## config.mk

```make
export PLATFORM = sky130hd
export DESIGN_NAME = pc_fetch_unit
export DESIGN_NICKNAME = d
export VERILOG_FILES = /design/src/rtl/pc_fetch_unit.sv
export SDC_FILE = /design/constraint.sdc
export NUM_CORES = 1
export LEC_CHECK = 0
export CORE_MARGIN = 2
export CORE_UTILIZATION = 40
export DETAILED_ROUTE_END_ITERATION = 12
export PLACE_DENSITY = 0.86
export SLEW_MARGIN = 20
export SYNTH_ARGS = -nofsm -noshare
export SYNTH_HDL_FRONTEND = slang
export SYNTH_SLANG_ARGS = --single-unit
```

## constraint.sdc

```tcl
create_clock -name clk -period 1.7 [get_ports clk]
set_clock_uncertainty 0.15 [all_clocks]
set_input_delay 0.255 -clock clk [delete_from_list [all_inputs] [get_ports clk]]
set_output_delay 0.255 -clock clk [all_outputs]
set_load 0.01 [all_outputs]
```

## src/rtl/pc_fetch_unit.sv

```systemverilog
// pc_fetch_unit
// -----------------------------------------------------------------------------
// Instruction-fetch front end for the 16-bit RISC core. Owns the program
// counter, issues one word fetch at a time to instruction memory and holds
// the returned instruction, together with its address and address+2, in a
// one-entry buffer for decode.
//
// Ports:
//   clk            rising-edge clock
//   rst            synchronous, active-high reset
//   imem_req       fetch request valid (accepted when imem_ready is also high)
//   imem_addr      fetch address, always even
//   imem_ready     memory accepts the request this cycle
//   imem_valid     read data valid, at least one cycle after accept
//   imem_rdata     instruction word returned by memory
//   redirect       one-cycle pulse: branch/jump taken
//   redirect_addr  redirect target (bit 0 ignored)
//   stall          decode cannot take the buffered instruction this cycle
//   inst_valid     inst/inst_pc/pc_plus2 hold a valid instruction
//   inst           fetched instruction
//   inst_pc        address of inst
//   pc_plus2       inst_pc + 2 (mod 2^16)
// -----------------------------------------------------------------------------
module pc_fetch_unit #(
    parameter logic [15:0] RESET_PC = 16'h0000
) (
    input  logic        clk,
    input  logic        rst,
    output logic        imem_req,
    output logic [15:0] imem_addr,
    input  logic        imem_ready,
    input  logic        imem_valid,
    input  logic [15:0] imem_rdata,
    input  logic        redirect,
    input  logic [15:0] redirect_addr,
    input  logic        stall,
    output logic        inst_valid,
    output logic [15:0] inst,
    output logic [15:0] inst_pc,
    output logic [15:0] pc_plus2
);

    typedef enum logic {
        FETCH,
        WAIT
    } state_t;

    state_t      state;
    state_t      state_next;
    logic [15:0] pc;
    logic        drop;     // in-flight response belongs to a redirected-away path
    logic        accept;
    logic [15:0] pc_inc;

    // A request is only issued when the buffer is empty or being drained this
    // edge, so with one request outstanding the buffer can never overflow.
    always_comb begin
        imem_addr = pc;
        imem_req  = (state == FETCH) && !rst && !redirect && (!inst_valid || !stall);
        accept    = imem_req && imem_ready;
        pc_inc    = pc + 16'd2;
    end

    // Redirect needs no term here: it blocks the request in FETCH, and in
    // WAIT the response still returns us to FETCH whether kept or discarded.
    always_comb begin
        state_next = state;
        case (state)
            FETCH: if (accept) state_next = WAIT;
            WAIT:  if (imem_valid) state_next = FETCH;
            default: state_next = FETCH;
        endcase
    end

    always_ff @(posedge clk) begin
        if (rst) begin
            state <= FETCH;
        end else begin
            state <= state_next;
        end
    end

    always_ff @(posedge clk) begin
        if (rst) begin
            pc         <= RESET_PC & 16'hFFFE;
            drop       <= 1'b0;
            inst_valid <= 1'b0;
            inst       <= '0;
            inst_pc    <= '0;
            pc_plus2   <= '0;
        end else begin
            // Consume first; a load later in this block overrides the clear.
            if (inst_valid && !stall) begin
                inst_valid <= 1'b0;
            end

            if (redirect) begin
                pc         <= redirect_addr & 16'hFFFE;
                inst_valid <= 1'b0;
                // Response still outstanding: remember to throw it away.
                // Response arriving now: discarded here, nothing left to drop.
                if (state == WAIT) begin
                    drop <= !imem_valid;
                end
            end else if (state == WAIT && imem_valid) begin
                if (drop) begin
                    drop <= 1'b0;
                end else begin
                    inst       <= imem_rdata;
                    inst_pc    <= pc;
                    pc_plus2   <= pc_inc;
                    inst_valid <= 1'b1;
                    pc         <= pc_inc;
                end
            end
        end
    end

endmodule

```

# [Word level (Yosys, flattened, before mapping)]
# Cells that the tools add are included.
[word_totals] input_bits=38 ff_bits=67
[op_classes] n_reduce_logical=18 eq_ne=2 mux=12 addsub=1 n_bitwise=3
[op_table] cell="16-bit 2-to-1 mux" n=3
[op_table] cell="16-bit by 2-bit adder with 16-bit output (second input constant)" n=1
[op_table] cell="1-bit 2-to-1 mux" n=8
[op_table] cell="1-bit logical AND" n=6
[op_table] cell="2-bit AND reduction" n=3
[op_table] cell="1-bit logical NOT" n=5
[op_table] cell="1-bit inverter" n=3
[op_table] cell="3-bit AND reduction" n=1
[op_table] cell="2-bit by 1-bit != test with 1-bit output (second input constant)" n=1
[op_table] cell="2-bit != test (second input constant)" n=1
[op_table] cell="1-bit case mux with 2 select lines" n=1
[op_table] cell="2-bit nonzero test" n=1
[op_table] cell="2-bit OR reduction" n=1
[op_table] cell="1-bit logical OR" n=1

# [Depth between registers and ports, before layout]
[logic_depth] ltp_word=7 ltp_mapped=6 mapped_depth_nobuf=5

# [Worst setup path before layout]
# OpenSTA, ideal clock, no wires.
[synth_path] path_type="reg2reg" from="register pc[1] (netlist: imem_addr[1])" to="register pc_plus2[9]" t_arrival_ns=1.596 path_stages_with_launch=5 setup_slack_ns=-0.137 path_buffers=0 cell_sequence="dfxtp_1 > ha_1 > nand4_1 > or3_1 > a311oi_1"
[synth_between] elab_chain_cells=1
[synth_rtl] item="start: declaration" line_no="50" text="logic [15:0] pc;"
[synth_rtl] item="start signal: assignment" line_no="85" text="pc <= RESET_PC & 16'hFFFE;"
[synth_rtl] item="start signal: assignment" line_no="98" text="pc <= redirect_addr & 16'hFFFE;"
[synth_rtl] item="start signal: assignment" line_no="113" text="pc <= pc_inc;"
[synth_rtl] item="16-bit by 2-bit adder with 16-bit output" line_no="61" text="pc_inc = pc + 16'd2;"
[synth_rtl] item="end signal: assignment" line_no="111" text="pc_plus2 <= pc_inc;"
[synth_rtl] item="end: declaration" line_no="40" text="output logic [15:0] pc_plus2"
# No other way between the ends.
# A chain may end at the register's enable or synchronous reset.

# [Worst setup path in the final report]
[layout_path] from="register pc[2] (netlist: imem_addr[2])" to="register pc_plus2[14]"
# The elaborated chain is that of the path after synthesis.

==> metrics.csv <==
stage,metric,value,unit
floorplanning,dieArea,7797,um^2
cells_and_area,num-fill-cells,603,
synthesis,synth-async-reset-ratio,0,
synthesis,synthesis.instances,347,
worst_setup_path,cp_common_cell,or3_1,
worst_hold_path,path_type_of_the_worst_min_delay_path,input port to register,
run,timing.max_cap.violations,0,
run_status,outcome,"complete, no violations",
place,detailed_place.area,4136,um^2
cells_and_area,most-common-layout-cells,"77 x clkdlybuf4s50_1, 72 x nand2_1, 50 x dfxtp_1, 43 x a21oi_1, 37 x buf_4",
synthesis,ys_seq_area_frac,0.4507,
sta,final-hold-violation-count,0,
cells_and_area,design_area,4449,um^2
synthesis,post_synth.cell_area_avg,8.192,um^2
worst_hold_path,whs_path_depth,3,
pwr,part_of_the_power_in_registers,0.487,
worst_setup_path,rr_worst_depth,4,
place,place_inst,552,
global_route,grt_pass1_vias,2578,
pwr,power_report.internal_total,2.459,mW
synthesis,synth_edf_count,0,
floorplanning,floorplan.die.height,88.30,um
synthesis,synthesized_area,2843,um^2
global_route,globalRoute.totalOverflow,0,
synthesis,synth-compound-area-share,0.1633,
sta,unrepaired_setup_endpoints_after_global_routing,true,
clocking,clockBufferDepth,2,
worst_setup_path,worst_r2r_endpoint,pc_plus2[14]$_SDFFE_PP0P_,
floorplanning,boundaryPins,104,
synthesis,dominant_combinational_cell_family_by_area_after_synthesis,simple AND/OR/NAND/NOR gates,
worst_setup_path,critical_path.reg2reg.startpoint,imem_addr[2]$_SDFFE_PP0P_,
synthesis,yosysWarnings,0,
drt,drt_wl_total,7731,um
pwr,leakage,1.683,nW
sta,timing.final.crit_period,1.648,ns
synthesis,ys_dominant_reg_cell,dfxtp_1,
cells_and_area,layout_commonest_cell,clkdlybuf4s50_1,
worst_setup_path,crit_path_top_delay_cell,dfxtp_4,
synthesis,yosys-mux-area-fraction,0.01805,
sta,worst_slew_margin_rel,0.5365,
sta,fmax,606.7,MHz
place,port_buffers,99,
drt,route.vias.total,2865,
synthesis,synthSimpleGateAreaFrac,0.2403,
cells_and_area,layout-drive-gt1-share,0.1933,
drt,route.detailed.wl_per_inst,13.52,um
sta,setup_violations,0,
clocking,clkSinkCount,64,
worst_setup_path,crit_fanout,6,
drt,antenna_violating_nets_post_route,0,
worst_setup_path,criticalPathCategory,register to register,
global_route,global_route_wire_length_before_repair,11990,um
worst_setup_path,timing.critical_path.cells,nand2_4 -> or3_1 -> or3_1 -> a311oi_1,
clocking,cts_inserted_buffers,9,
cells_and_area,multi_input_comb_area,1463,um^2
worst_setup_path,element_type_at_the_critical_path_end,register,
pwr,pwr-share-clk,0.386,
clocking,clk_pin_slew,0.07,ns
global_route,grt_antenna_before_repair,0,
cells_and_area,insertedDiodeCount,0,
place,place.detailed.hpwl,5542,um
cells_and_area,final_net_count,511,
drt,average_vias_per_placed_instance,5.009,
worst_setup_path,worst_setup_path_start_kind,register,
sta,slew_viol_final,0,
floorplanning,die_width,88.30,um
synthesis,synth-xor-area-share,0.05238,
sta,setup_tns_final,0,ns
global_route,grt_start_max_net_pins,67,
cells_and_area,regArea,1309,um^2
worst_setup_path,worst-endpoint-arrival,1.73,ns
global_route,gr-usage-all-layers,0.1978,
pwr,switching_share,0.2378,
synthesis,synth-adder-area-share,0.004401,
worst_setup_path,cp.required,1.78,ns
place,finalWeightedCongestion,0.8365,
pwr,power_frac_comb,0.127,
sta,min_period_over_period,0.9695,
pwr,ir_drop,0.4524,mV
drt,firstDrtPassIters,6,
floorplanning,start_util,0.4161,
synthesis,ys_ff_latch,64,
drt,drt-initial-drc-count,152,
clocking,cts-root-buf,clkbuf_8,
clocking,insertion_delay,0.33,ns
worst_hold_path,min_to,inst_valid$_SDFF_PP0_,
clocking,cts_htree_levels,3,
worst_setup_path,crit_path_max_incr_delay,0.40,ns
synthesis,distinct_cell_type_count_of_the_synthesized_netlist,41,
drt,drc,0,
cells_and_area,final_cell_count_no_fill,572,
clocking,tritoncts,built,
worst_setup_path,r2r_slack,0.05,ns
sta,worst_slew_pin_slew,0.6952,ns
pwr,switching_power,0.7673,mW
cells_and_area,area_delta_synth_final,56.51,%
floorplanning,core_area,6832,um^2
floorplanning,fp-row-count,30,
pwr,power.density,725.1,nW/um^2
worst_hold_path,worst_hold_startpoint,stall,
critical path: cells and delay by family, from the launching register on:
kind	cells	cell delay, ns
simple gates	3	0.78
flops	1	0.40
compound gates	1	0.22
cell usage after synthesis (all sizes together), types with 2 or more instances:
| library cell | number | area, um^2 |
|---|---|---|
| a311oi | 3 | 26.28 |
| mux2i | 4 | 40.04 |
| nand3b | 2 | 15.01 |
| o21ai | 6 | 30.03 |
| nor4 | 8 | 50.05 |
| clkbuf | 16 | 61.30 |
| dfxtp | 64 | 1281 |
| nor2b | 2 | 12.51 |
| nor3 | 9 | 56.31 |
| a21o | 2 | 15.01 |
| nand4 | 3 | 18.77 |
| and4b | 3 | 30.03 |
| buf | 13 | 90.08 |
| a211oi | 13 | 97.59 |
| xor2 | 6 | 52.55 |
| xnor2 | 11 | 96.34 |
| inv | 10 | 37.54 |
| nor2 | 24 | 90.09 |
| or3 | 7 | 46.29 |
| a21oi | 43 | 215.2 |
| o21a | 6 | 45.04 |
| nand2 | 73 | 281.5 |
| nand3 | 6 | 42.54 |
| a2111oi | 4 | 35.03 |
metrics by stage:
| step | worst slack [ns] | utilization | hold WS (ns) | total power [mW] |
|---|---|---|---|---|
| final | 0.05178 | 0.6513 | 0.1143 | 3.226 |
| after CTS | -0.1057 | 0.6339 | 0.2415 | 3.244 |
| after global routing | -0.02199 | 0.6513 | 0.1266 | 3.347 |
| after floorplan | 0.001556 | - | 0.2065 | 1.787 |
| after detailed placement | -0.5030 | 0.6055 | 0.2956 | 2.013 |
| after global placement | -0.5007 | 0.6055 | 0.2912 | 2.005 |
power groups by stage:
stage	sequential, mW	clock [mW]	combinational (mW)
floorplan	1.63	0	0.159
global placement	1.60	0	0.402
CTS	1.57	1.27	0.400
detailed placement	1.60	0	0.409
global route	1.57	1.33	0.442
finish	1.57	1.24	0.411
layout make-up:
class | instances | share of cell area
Clock buffer | 11 | 0.03178
Multi-Input combinational cell | 245 | 0.3287
Timing Repair Buffer | 142 | 0.2998
Inverter | 10 | 0.008436
Sequential cell | 64 | 0.2942
Tap cell | 96 | 0.02700
Clock inverter | 4 | 0.01012
repair_timing:
item	in CTS	in global routing
resized for setup	29	22
buffers inserted	0	5
hold buffers	0	0
setup endpoints to repair	52	27
pin swaps	1	9
worst max-delay path by stage:
| stage | startpoint | endpoint | slack (ns) | cells after the start |
|---|---|---|---|---|
| floorplan | imem_addr[6]$_SDFFE_PP0P_ | pc_plus2[14]$_SDFFE_PP0P_ | 0.002 | 4 |
| global placement | redirect | imem_req | -0.50 | 4 |
| detailed placement | redirect | imem_req | -0.50 | 4 |
| CTS | inst_valid$_SDFF_PP0_ | imem_req | -0.11 | 3 |
| global route | drop$_SDFFE_PP0P_ | imem_addr[10]$_SDFFE_PP0P_ | -0.02 | 5 |
| finish | imem_addr[2]$_SDFFE_PP0P_ | pc_plus2[14]$_SDFFE_PP0P_ | 0.05 | 4 |
sequential cells by signal, indices dropped and copies added, names as in the netlist:
register,count
inst,16
imem_addr,15
inst_pc,15
pc_plus2,15
drop,1
inst_valid,1
state,1
per-layer routing:
| metal | track usage | wire, um | up-vias |
|---|---|---|---|
| li1 | - | - | 1432 |
| met1 | 0.2523 | 3475 | 1339 |
| met2 | 0.3295 | 3772 | 85 |
| met3 | 0.03825 | 379 | 9 |
| met4 | 0.07989 | 104 | 0 |
| met5 | 0 | 0 | - |
cells by family after synthesis:
kind of cell / after synthesis
AOI/OAI and AO/OA: 77
DFF: 64
and+or+nand+nor: 142
buffers and inverters: 40
other: 1
adders and majority gates: 1
xor gates and xnor gates: 17
muxes: 5
(Power assumes the default switching activity.)
